### config.mk
export PLATFORM = sky130hd
export DESIGN_NAME = alarm_sequencer
export DESIGN_NICKNAME = d
export VERILOG_FILES = /design/src/rtl/alarm_pkg.sv /design/src/rtl/snooze_timer.sv /design/src/rtl/alarm_sequencer.sv
export SDC_FILE = /design/constraint.sdc
export NUM_CORES = 1
export LEC_CHECK = 0
export CAP_MARGIN = 30
export CORE_MARGIN = 3
export CORE_UTILIZATION = 35
export CTS_CLUSTER_DIAMETER = 120
export DETAILED_ROUTE_END_ITERATION = 10
export PLACE_DENSITY = 0.57
export SKIP_CTS_REPAIR_TIMING = 1
export SYNTH_ARGS = -nofsm -noshare
export SYNTH_HDL_FRONTEND = slang
export SYNTH_SLANG_ARGS = --single-unit
export TNS_END_PERCENT = 30
### constraint.sdc
create_clock -name Clk -period 2.82 [get_ports Clk]
set_input_delay 0.423 -clock Clk [delete_from_list [all_inputs] [get_ports Clk]]
set_output_delay 0.423 -clock Clk [all_outputs]
set_load 0.01 [all_outputs]
### src/rtl/alarm_pkg.sv
// Shared definitions for the alarm sequencer: state encoding, counter width,
// default timing parameters and a saturating increment helper.
package alarm_pkg;

    localparam int CNT_W = 4;

    typedef enum logic [1:0] {
        ST_IDLE   = 2'b00,
        ST_RING   = 2'b01,
        ST_SNOOZE = 2'b10,
        ST_HOLD   = 2'b11
    } alarmState_e;

    localparam logic [CNT_W-1:0] CNT_ONE = CNT_W'(1);
    localparam logic [CNT_W-1:0] CNT_MAX = '1;

    localparam logic [CNT_W-1:0] DEF_SNOOZE_MIN       = CNT_W'(9);
    localparam logic [CNT_W-1:0] DEF_RING_TIMEOUT_MIN = CNT_W'(10);
    localparam logic [CNT_W-1:0] DEF_MAX_SNOOZE       = CNT_W'(3);

    // Counters stick at all-ones instead of wrapping back to zero
    function automatic logic [CNT_W-1:0] satInc(input logic [CNT_W-1:0] v);
        return (v == CNT_MAX) ? v : v + CNT_ONE;
    endfunction

endpackage

### src/rtl/snooze_timer.sv
// Loadable 4-bit down-counter holding the remaining snooze minutes.
// expire_o flags the minute tick that takes the count from 1 to 0, so the
// sequencer can leave SNOOZE on the same edge the count reaches zero.
module snooze_timer
    import alarm_pkg::*;
(
    input  logic             clk_i,
    input  logic             rstN_i,
    input  logic             clear_i,
    input  logic             load_i,
    input  logic [CNT_W-1:0] loadVal_i,
    input  logic             dec_i,
    output logic [CNT_W-1:0] count_o,
    output logic             expire_o
);

    logic [CNT_W-1:0] count_q;
    logic [CNT_W-1:0] count_d;

    // Clear beats load beats decrement; decrement never goes below zero
    always_comb begin
        count_d = count_q;
        if (clear_i) begin
            count_d = '0;
        end else if (load_i) begin
            count_d = loadVal_i;
        end else if (dec_i && (count_q != '0)) begin
            count_d = count_q - CNT_ONE;
        end
    end

    // Count register with synchronous active-low reset
    always_ff @(posedge clk_i) begin
        if (!rstN_i) begin
            count_q <= '0;
        end else begin
            count_q <= count_d;
        end
    end

    assign expire_o = dec_i && (count_q == CNT_ONE);
    assign count_o  = count_q;

endmodule

### src/rtl/alarm_sequencer.sv
// Alarm ring/snooze/auto-silence sequencer. Buttons are rising-edge detected
// into one-cycle event registers, the FSM reacts to those events on the next
// edge, and every output is taken straight from a flop.
module alarm_sequencer
    import alarm_pkg::*;
#(
    parameter logic [CNT_W-1:0] SNOOZE_MIN       = DEF_SNOOZE_MIN,
    parameter logic [CNT_W-1:0] RING_TIMEOUT_MIN = DEF_RING_TIMEOUT_MIN,
    parameter logic [CNT_W-1:0] MAX_SNOOZE       = DEF_MAX_SNOOZE
) (
    input  logic             Clk,
    input  logic             Clr,
    input  logic             AA,
    input  logic             AlarmEn,
    input  logic             MinTick,
    input  logic             BeepTick,
    input  logic             Snooze,
    input  logic             Stop,
    input  logic             Mute,
    output logic             Sound,
    output logic             Ringing,
    output logic             Snoozing,
    output logic [CNT_W-1:0] SnzLeft,
    output logic [CNT_W-1:0] SnzCount
);

    alarmState_e      state_q;
    alarmState_e      state_d;

    logic             snzPrev_q;
    logic             stopPrev_q;
    logic             snzEvt_q;
    logic             stopEvt_q;

    logic [CNT_W-1:0] ringMin_q;
    logic [CNT_W-1:0] ringMin_d;
    logic             phase_q;
    logic             phase_d;
    logic [CNT_W-1:0] snzCount_q;
    logic [CNT_W-1:0] snzCount_d;
    logic             sound_q;
    logic             sound_d;
    logic             ringing_q;
    logic             ringing_d;
    logic             snoozing_q;
    logic             snoozing_d;

    logic             tmrLoad;
    logic             tmrClear;
    logic             tmrDec;
    logic             tmrExpire;
    logic [CNT_W-1:0] tmrCount;

    logic             timeoutHit;
    logic             snoozeAllowed;

    assign timeoutHit    = MinTick && (ringMin_q == (RING_TIMEOUT_MIN - CNT_ONE));
    assign snoozeAllowed = (snzCount_q < MAX_SNOOZE);

    // Button edge detectors; reset loads the live level so a held button never fires
    always_ff @(posedge Clk) begin
        if (!Clr) begin
            snzPrev_q  <= Snooze;
            stopPrev_q <= Stop;
            snzEvt_q   <= 1'b0;
            stopEvt_q  <= 1'b0;
        end else begin
            snzPrev_q  <= Snooze;
            stopPrev_q <= Stop;
            snzEvt_q   <= Snooze & ~snzPrev_q;
            stopEvt_q  <= Stop & ~stopPrev_q;
        end
    end

    // FSM state register
    always_ff @(posedge Clk) begin
        if (!Clr) begin
            state_q <= ST_IDLE;
        end else begin
            state_q <= state_d;
        end
    end

    // Next-state logic; disarming the alarm overrides every other transition
    always_comb begin
        state_d = state_q;
        if (!AlarmEn) begin
            state_d = ST_IDLE;
        end else begin
            case (state_q)
                ST_IDLE: begin
                    if (AA) state_d = ST_RING;
                end
                ST_RING: begin
                    if (stopEvt_q || timeoutHit) begin
                        state_d = ST_HOLD;
                    end else if (snzEvt_q) begin
                        state_d = snoozeAllowed ? ST_SNOOZE : ST_HOLD;
                    end
                end
                ST_SNOOZE: begin
                    if (stopEvt_q) begin
                        state_d = ST_HOLD;
                    end else if (tmrExpire) begin
                        state_d = ST_RING;
                    end
                end
                ST_HOLD: begin
                    if (!AA) state_d = ST_IDLE;
                end
                default: state_d = ST_IDLE;
            endcase
        end
    end

    // Counter, beep-phase and output next values derived from the transition taken
    always_comb begin
        ringMin_d  = ringMin_q;
        phase_d    = phase_q;
        snzCount_d = snzCount_q;
        tmrDec     = MinTick && (state_q == ST_SNOOZE);
        tmrClear   = (state_d != ST_SNOOZE);
        tmrLoad    = (state_q != ST_SNOOZE) && (state_d == ST_SNOOZE);
        if (!AlarmEn) begin
            ringMin_d  = '0;
            phase_d    = 1'b0;
            snzCount_d = '0;
        end else begin
            if (state_d == ST_RING) begin
                if (state_q != ST_RING) begin
                    ringMin_d = '0;
                    phase_d   = 1'b1;
                    if (state_q == ST_IDLE) snzCount_d = '0;
                end else begin
                    if (BeepTick) phase_d = ~phase_q;
                    if (MinTick) ringMin_d = satInc(ringMin_q);
                end
            end else begin
                phase_d = 1'b0;
            end
            if (tmrLoad) snzCount_d = satInc(snzCount_q);
            if ((state_q == ST_HOLD) && (state_d == ST_IDLE)) snzCount_d = '0;
        end
        ringing_d  = (state_d == ST_RING);
        snoozing_d = (state_d == ST_SNOOZE);
        sound_d    = (state_d == ST_RING) && phase_d && !Mute;
    end

    // Registered counters and outputs
    always_ff @(posedge Clk) begin
        if (!Clr) begin
            ringMin_q  <= '0;
            phase_q    <= 1'b0;
            snzCount_q <= '0;
            sound_q    <= 1'b0;
            ringing_q  <= 1'b0;
            snoozing_q <= 1'b0;
        end else begin
            ringMin_q  <= ringMin_d;
            phase_q    <= phase_d;
            snzCount_q <= snzCount_d;
            sound_q    <= sound_d;
            ringing_q  <= ringing_d;
            snoozing_q <= snoozing_d;
        end
    end

    snooze_timer uSnoozeTimer (
        .clk_i     (Clk),
        .rstN_i    (Clr),
        .clear_i   (tmrClear),
        .load_i    (tmrLoad),
        .loadVal_i (SNOOZE_MIN),
        .dec_i     (tmrDec),
        .count_o   (tmrCount),
        .expire_o  (tmrExpire)
    );

    assign Sound    = sound_q;
    assign Ringing  = ringing_q;
    assign Snoozing = snoozing_q;
    assign SnzLeft  = tmrCount;
    assign SnzCount = snzCount_q;

endmodule

==> flow_summary_export.csv, run 1 <==
group,metric,value,unit
sta,max_freq,486.7,MHz
grt,grt_max_degree,14,
floorplanning,die_width,62.44,um
worst_setup_path,reg2reg_depth,6,
worst_hold_path,whs_path_depth,2,
power,pwr-share-seq,51.3,%
floorplanning,core,2900,sq um
grt,grt_pass1_wl,4050,um
detailed_routing,via_per_inst,5.156,
floorplanning,die_area,3898,sq um
clock_network,cts_inserted_buffers,3,
clock_network,clk_latency,0.32,ns
power,powerDensity,452.2,nW/um^2
detailed_routing,drt-initial-drc-count,24,
finish,nets,153,
synth,synth-edff-count,0,
power,leakagePower,0.5197,nW
worst_setup_path,timing.critical_path.from,"MinTick",
synth,synth_top_cell_by_area,"dfxtp_1",
place,place.gp.congestion,0.9089,
floorplanning,initial_core_util,38.44,%
clock_network,clk_pin_slew_worst_paths,0.13,ns
finish,drive_gt1_share,11.59,%
sta,skew,0.008043,ns
sta,drv_slew,0,
worst_setup_path,worstPathRequired,3.10,ns
power,power.internal,0.4926,mW
synth,synth-seq-cells,22,
synth,synthTopCellsByArea,"dfxtp_1 (40%), ha_1 (5.6%), inv_1 (3.7%), nor2_1 (3.7%), a21oi_1 (2.7%)",
worst_setup_path,crit_path_end,"ringMin_q[2]",
detailed_routing,wl_per_cell,13.04,um
sta,rsz0062_at_grt,"false",
clock_network,cts_tree,"built",
worst_setup_path,cp-end-kind,"flip-flop",
grt,globalRoute.totalOverflow,0,
synth,synth_warnings,0,
worst_setup_path,rrSetupSlack,0.82,ns
synth,syn_area,1115,sq um
detailed_routing,drt_wl_total,2348,um
synth,synth_cells,116,
sta,relSlewSlack,70.41,%
place,place.detailed.hpwl,1802,um
worst_hold_path,worstHoldPathType,"reg2reg",
floorplanning,ios,20,
clock_network,cts_sinks,22,
place,dpl.cell_count,176,
sta,layout_min_cycle_time,2.055,ns
worst_setup_path,r2r_end,"ringMin_q[2]",
grt,grt_use_total,12.80,%
worst_setup_path,r2r-start,"uSnoozeTimer.count_o[0]",
synth,synth_seq_area_share,39.51,%
run,drv_cap,0,
power,switchingPower,0.1416,mW
worst_setup_path,cp_slowest_cell,"clkdlybuf4s50_1",
sta,setup_violations,0,
sta,hold_viol,0,
synth,netlist-cell-type-count,46,
power,clock_power_share,38.9,%
synth,synth.top_cell.area_share,39.51,%
synth,synth-main-ff-cell,"dfxtp_1",
worst_setup_path,path_max_fanout,7,
sta,post-route-period-util,72.86,%
finish,stdcell_count,180,
finish,syn_to_final_growth,25.81,%
detailed_routing,final_antenna_net_count,0,
synth,avgSynthCellArea,9.611,sq um
worst_setup_path,cp_data_arrival_time,2.33,ns
detailed_routing,vias,928,
finish,final_util,48.36,%
floorplanning,die_h,62.44,um
power,p_comb_share,9.8,%
clock_network,h-tree-depth,1,
synth,syn_nets,130,
synth,async_reset_ff_share,0,%
grt,grt_pass1_vias,875,
clock_network,cts_buffer_depth,2,
worst_setup_path,worst_path_largest_cell_delay,0.60,ns
run_status,status,"completed",
sta,worstMarginPinSlew,0.4427,ns
floorplanning,rows,19,
power,switching_share,22.33,%
worst_setup_path,worstSetupPathType,"in2reg",
detailed_routing,drcViolationCount,0,
clock_network,cts-root-buf,"clkbuf_4",
worst_setup_path,cp-start-kind,"input port",
sta,tns,0,ns
detailed_routing,first_pass_iters,4,
grt,antenna_found_initial,0,
finish,diodes,0,
power,ir_worst_vdd,0.0002110,V
place,io_buffers,19,
worst_setup_path,worstPathCellList,"clkdlybuf4s50_1 > nand4bb_4 > a211oi_2 > o2111ai_2 > or4b_1 > nand2_1",
-- metrics by stage --
stage	total power, mW	area (sq um)	hold slack, ns	worst slack, ns
floorplan	0.3668	1115	0.4507	0.9628
global placement	0.3947	1350	0.4905	0.4563
detailed placement	0.3942	1350	0.4906	0.4172
CTS	0.6452	1403	0.5102	0.7598
global route	0.6606	1403	0.5186	0.6074
finish	0.6342	1403	0.5038	0.7654
-- worst max-delay path, delay by kind of cell --
kind / cells / cell delay (ns)
compound gates: 2 / 0.51
buf+inv: 1 / 0.60
simple gates: 3 / 0.79
-- synth_stat cells, drive strengths merged, types with 2 or more instances --
cell,instances
dfxtp,22
a221oi,2
nor2,11
o21ai,3
and3b,2
nand3,2
xor2,3
or3,2
nand2b,2
nand4,2
nand3b,2
xnor2,2
nor3,3
inv,11
a21oi,6
and2,3
a21boi,2
nand2,8
a211oi,2
ha,5
-- sequential cells by signal (all words and copies together) (netlist names) --
name and cells:
state_q 2, stopPrev_q 1, stopEvt_q 1, snzEvt_q 1
Snoozing 1, Sound 1, snzPrev_q 1, Ringing 1
phase_q 1, SnzCount 4, uSnoozeTimer.count_o 4, ringMin_q 4
-- worst min path at each step --
| stage | startpoint | to | slack [ns] |
|---|---|---|---|
| after floorplan | Snooze | snzPrev_q | 0.45 |
| after global placement | ringMin_q[1] | ringMin_q[1] | 0.49 |
| after detailed placement | snzPrev_q | snzEvt_q | 0.49 |
| after CTS | snzPrev_q | snzEvt_q | 0.51 |
| after global routing | stopPrev_q | stopEvt_q | 0.52 |
| final | ringMin_q[1] | ringMin_q[1] | 0.50 |
-- kinds of logic after synthesis --
| kind of cell | after synthesis | share of synthesized area (%) |
|---|---|---|
| flops | 22 | 39.51 |
| buf+inv | 12 | 4.377 |
| mux | 1 | 0.8979 |
| compound gates | 25 | 18.41 |
| fa+ha+maj | 5 | 5.612 |
| simple gates | 46 | 27.27 |
| xor+xnor | 5 | 3.929 |
-- routing by layer --
layer	GRT usage [%]	vias up	wire length (um)
met5	0	-	0
met4	6.336	0	48
met3	2.878	7	117
met2	20.24	29	1052
met1	16.32	435	1129
li1	-	457	-
-- cell usage in the layout (no fill, tap or decap), types with 2 or more instances in the layout --
master	instances
a21oi_1	6
ha_1	5
nand2_1	8
nor2_1	11
o21ai_0	2
nand3b_1	2
and3b_1	2
xnor2_1	2
nand4_1	2
nand2b_1	2
dfxtp_1	22
clkbuf_4	3
or3_1	2
and2_1	3
nand3_1	2
nor3_1	2
xor2_1	3
inv_1	11
clkdlybuf4s50_1	19
-- cell type report --
cell class | instances | area, sq um
clock buffers | 3 | 22.52
clock inverters | 1 | 30.03
repair buffers | 19 | 190.2
flip-flops and latches | 22 | 440.4
fillers | 283 | 1498
well taps | 42 | 52.55
multi-input cells | 82 | 625.6
inverters | 11 | 41.29
-- power groups by stage --
stage	sequential (mW)	clock (mW)	combinational (mW)
final	0.325	0.247	0.0620
after global routing	0.326	0.265	0.0690
after CTS	0.325	0.258	0.0623
after detailed placement	0.332	0	0.0620
after global placement	0.332	0	0.0624
after floorplan	0.331	0	0.0362
Power figures use the tool's default switching activity.
==> run 2, diff against run 1 <==
Settings changed: PLACE_DENSITY 0.57 to 0.59.
Clock period 2.82 ns to 1.8 ns, I/O delays scaled along.
==> flow_summary_export.csv, run 2 (synthesis results as in run 1) <==
group,metric,value,unit
finish,layout_commonest_cell,"buf_4",
sta,setup_violations,2,
finish,nFillCells,279,
sta,layout_min_cycle_time,1.850,ns
sta,post-route-period-util,102.8,%
grt,grt_pass1_wl,4319,um
clock_network,clk_latency,0.30,ns
clock_network,cts_inserted_buffers,3,
worst_hold_path,worstHoldPathType,"in2reg",
sta,drv_slew,0,
power,leakagePower,0.6655,nW
grt,grt_max_degree,12,
detailed_routing,final_antenna_net_count,0,
floorplanning,ios,20,
sta,rsz0062_at_grt,"true",
sta,max_freq,540.5,MHz
grt,antenna_found_initial,0,
clock_network,cts_tree,"built",
finish,diodes,0,
detailed_routing,drt_wl_total,2586,um
finish,mostFrequentLayoutCells,"buf_4 (28), dfxtp_1 (18), clkdlybuf4s50_1 (18)",
worst_setup_path,cp-start-kind,"flip-flop",
detailed_routing,via_per_inst,4.860,
worst_setup_path,cp_data_arrival_time,2.11,ns
finish,nets,181,
finish,final_util,56.86,%
detailed_routing,drcViolationCount,0,
run_status,violations,"setup timing",
clock_network,cts-root-buf,"clkbuf_4",
detailed_routing,drt-initial-drc-count,30,
grt,grt_pass1_vias,963,
sta,relSlewSlack,76.47,%
floorplanning,rows,19,
sta,worstMarginPinSlew,0.3514,ns
detailed_routing,first_pass_iters,4,
clock_network,h-tree-depth,1,
place,place.detailed.hpwl,2036,um
place,io_buffers,19,
sta,skew,0.003208,ns
worst_setup_path,worstPathRequired,2.06,ns
finish,syn_to_final_growth,47.92,%
floorplanning,die_h,62.44,um
clock_network,cts_sinks,22,
finish,drive_gt1_share,31.52,%
power,ir_worst_vdd,0.0002923,V
run_status,status,"finished with violations",
run,drv_cap,0,
sta,worst_slack,-0.05001,ns
worst_setup_path,worstSetupPathType,"reg2reg",
sta,hold_viol,0,
clock_network,clk_pin_slew_worst_paths,0.11,ns
grt,grt_use_total,13.48,%
floorplanning,initial_core_util,38.44,%
worst_setup_path,path_max_fanout,6,
worst_setup_path,cp-end-kind,"flip-flop",
detailed_routing,wl_per_cell,12.49,um
floorplanning,die_width,62.44,um
grt,globalRoute.totalOverflow,0,
power,powerDensity,527.2,nW/um^2
sta,whs,0.4198,ns
place,place.gp.congestion,0.8874,
floorplanning,core,2900,sq um
floorplanning,die_area,3898,sq um
detailed_routing,vias,1006,
clock_network,cts_buffer_depth,2,
[run 2: changes by cell type in the layout (fill, tap and decap cells not counted), sizes merged]
cell / delta
bufinv: -1
dlymetal6s2s: +1
buf: +28
clkdlybuf4s50: -1
[run 2: power by group]
group          leakage, nW  internal (mW)  switching (mW)
combinational        0.471         0.0786          0.0635
clock               0.0138         0.0782           0.140
sequential           0.181          0.498          0.0108
total                0.665          0.655           0.214
[run 2: area by class of cell]
class                   count  area (sq um)  area share [%]
repair buffers             47         402.9           24.43
clock buffers               3         22.52           1.366
flip-flops and latches     22         445.4           27.01
inverters                  11         41.29           2.504
well taps                  42         52.55           3.187
multi-input cells          82         684.4           41.50
[run 2: metal layers]
metal | wire length, um | share of wire [%] | vias to the layer above | GRT usage [%]
li1 | - | - | 517 | -
met1 | 1208 | 47 | 465 | 17.44
met2 | 1254 | 48 | 24 | 22.37
met3 | 123 | 4.8 | 0 | 4.496
met4 | 0 | 0 | 0 | 1.653
met5 | 0 | 0 | - | 0
[run 2: final timing paths]
| path | cells past startpoint | slack [ns] | start | endpoint |
|---|---|---|---|---|
| setup / recovery | 7 | -0.05 | uSnoozeTimer.count_o[1] | ringMin_q[2] |
| setup reg to reg | 7 | -0.05 | uSnoozeTimer.count_o[1] | ringMin_q[2] |
| hold reg to reg | 1 | 0.51 | SnzCount[3] | SnzCount[3] |
| hold / removal | 1 | 0.42 | Snooze | snzPrev_q |
[run 2: stage by stage]
step                      cells  TNS (ns)  area [sq um]  setup slack (ns)  total power [mW]
final                       207  -0.06491          1649          -0.05001            0.8694
after detailed placement    201    -3.833          1539           -0.4018            0.6400
after global routing        207   -0.7314          1649           -0.1559            0.9100
after global placement      201    -3.241          1539           -0.3572            0.6397
after floorplan             116         0          1116         0.0006173            0.5745
after CTS                   204   -0.4322          1562           -0.1280            0.8602
[run 2: worst max-delay path, cell delays in order, from the launching register on]
cell and delay (ns):
dfxtp_2 0.34, inv_2 0.07, ha_4 0.14, nand4bb_4 0.18, a211oi_4 0.34, o2111ai_4 0.18
or4b_1 0.48, nand2_1 0.07
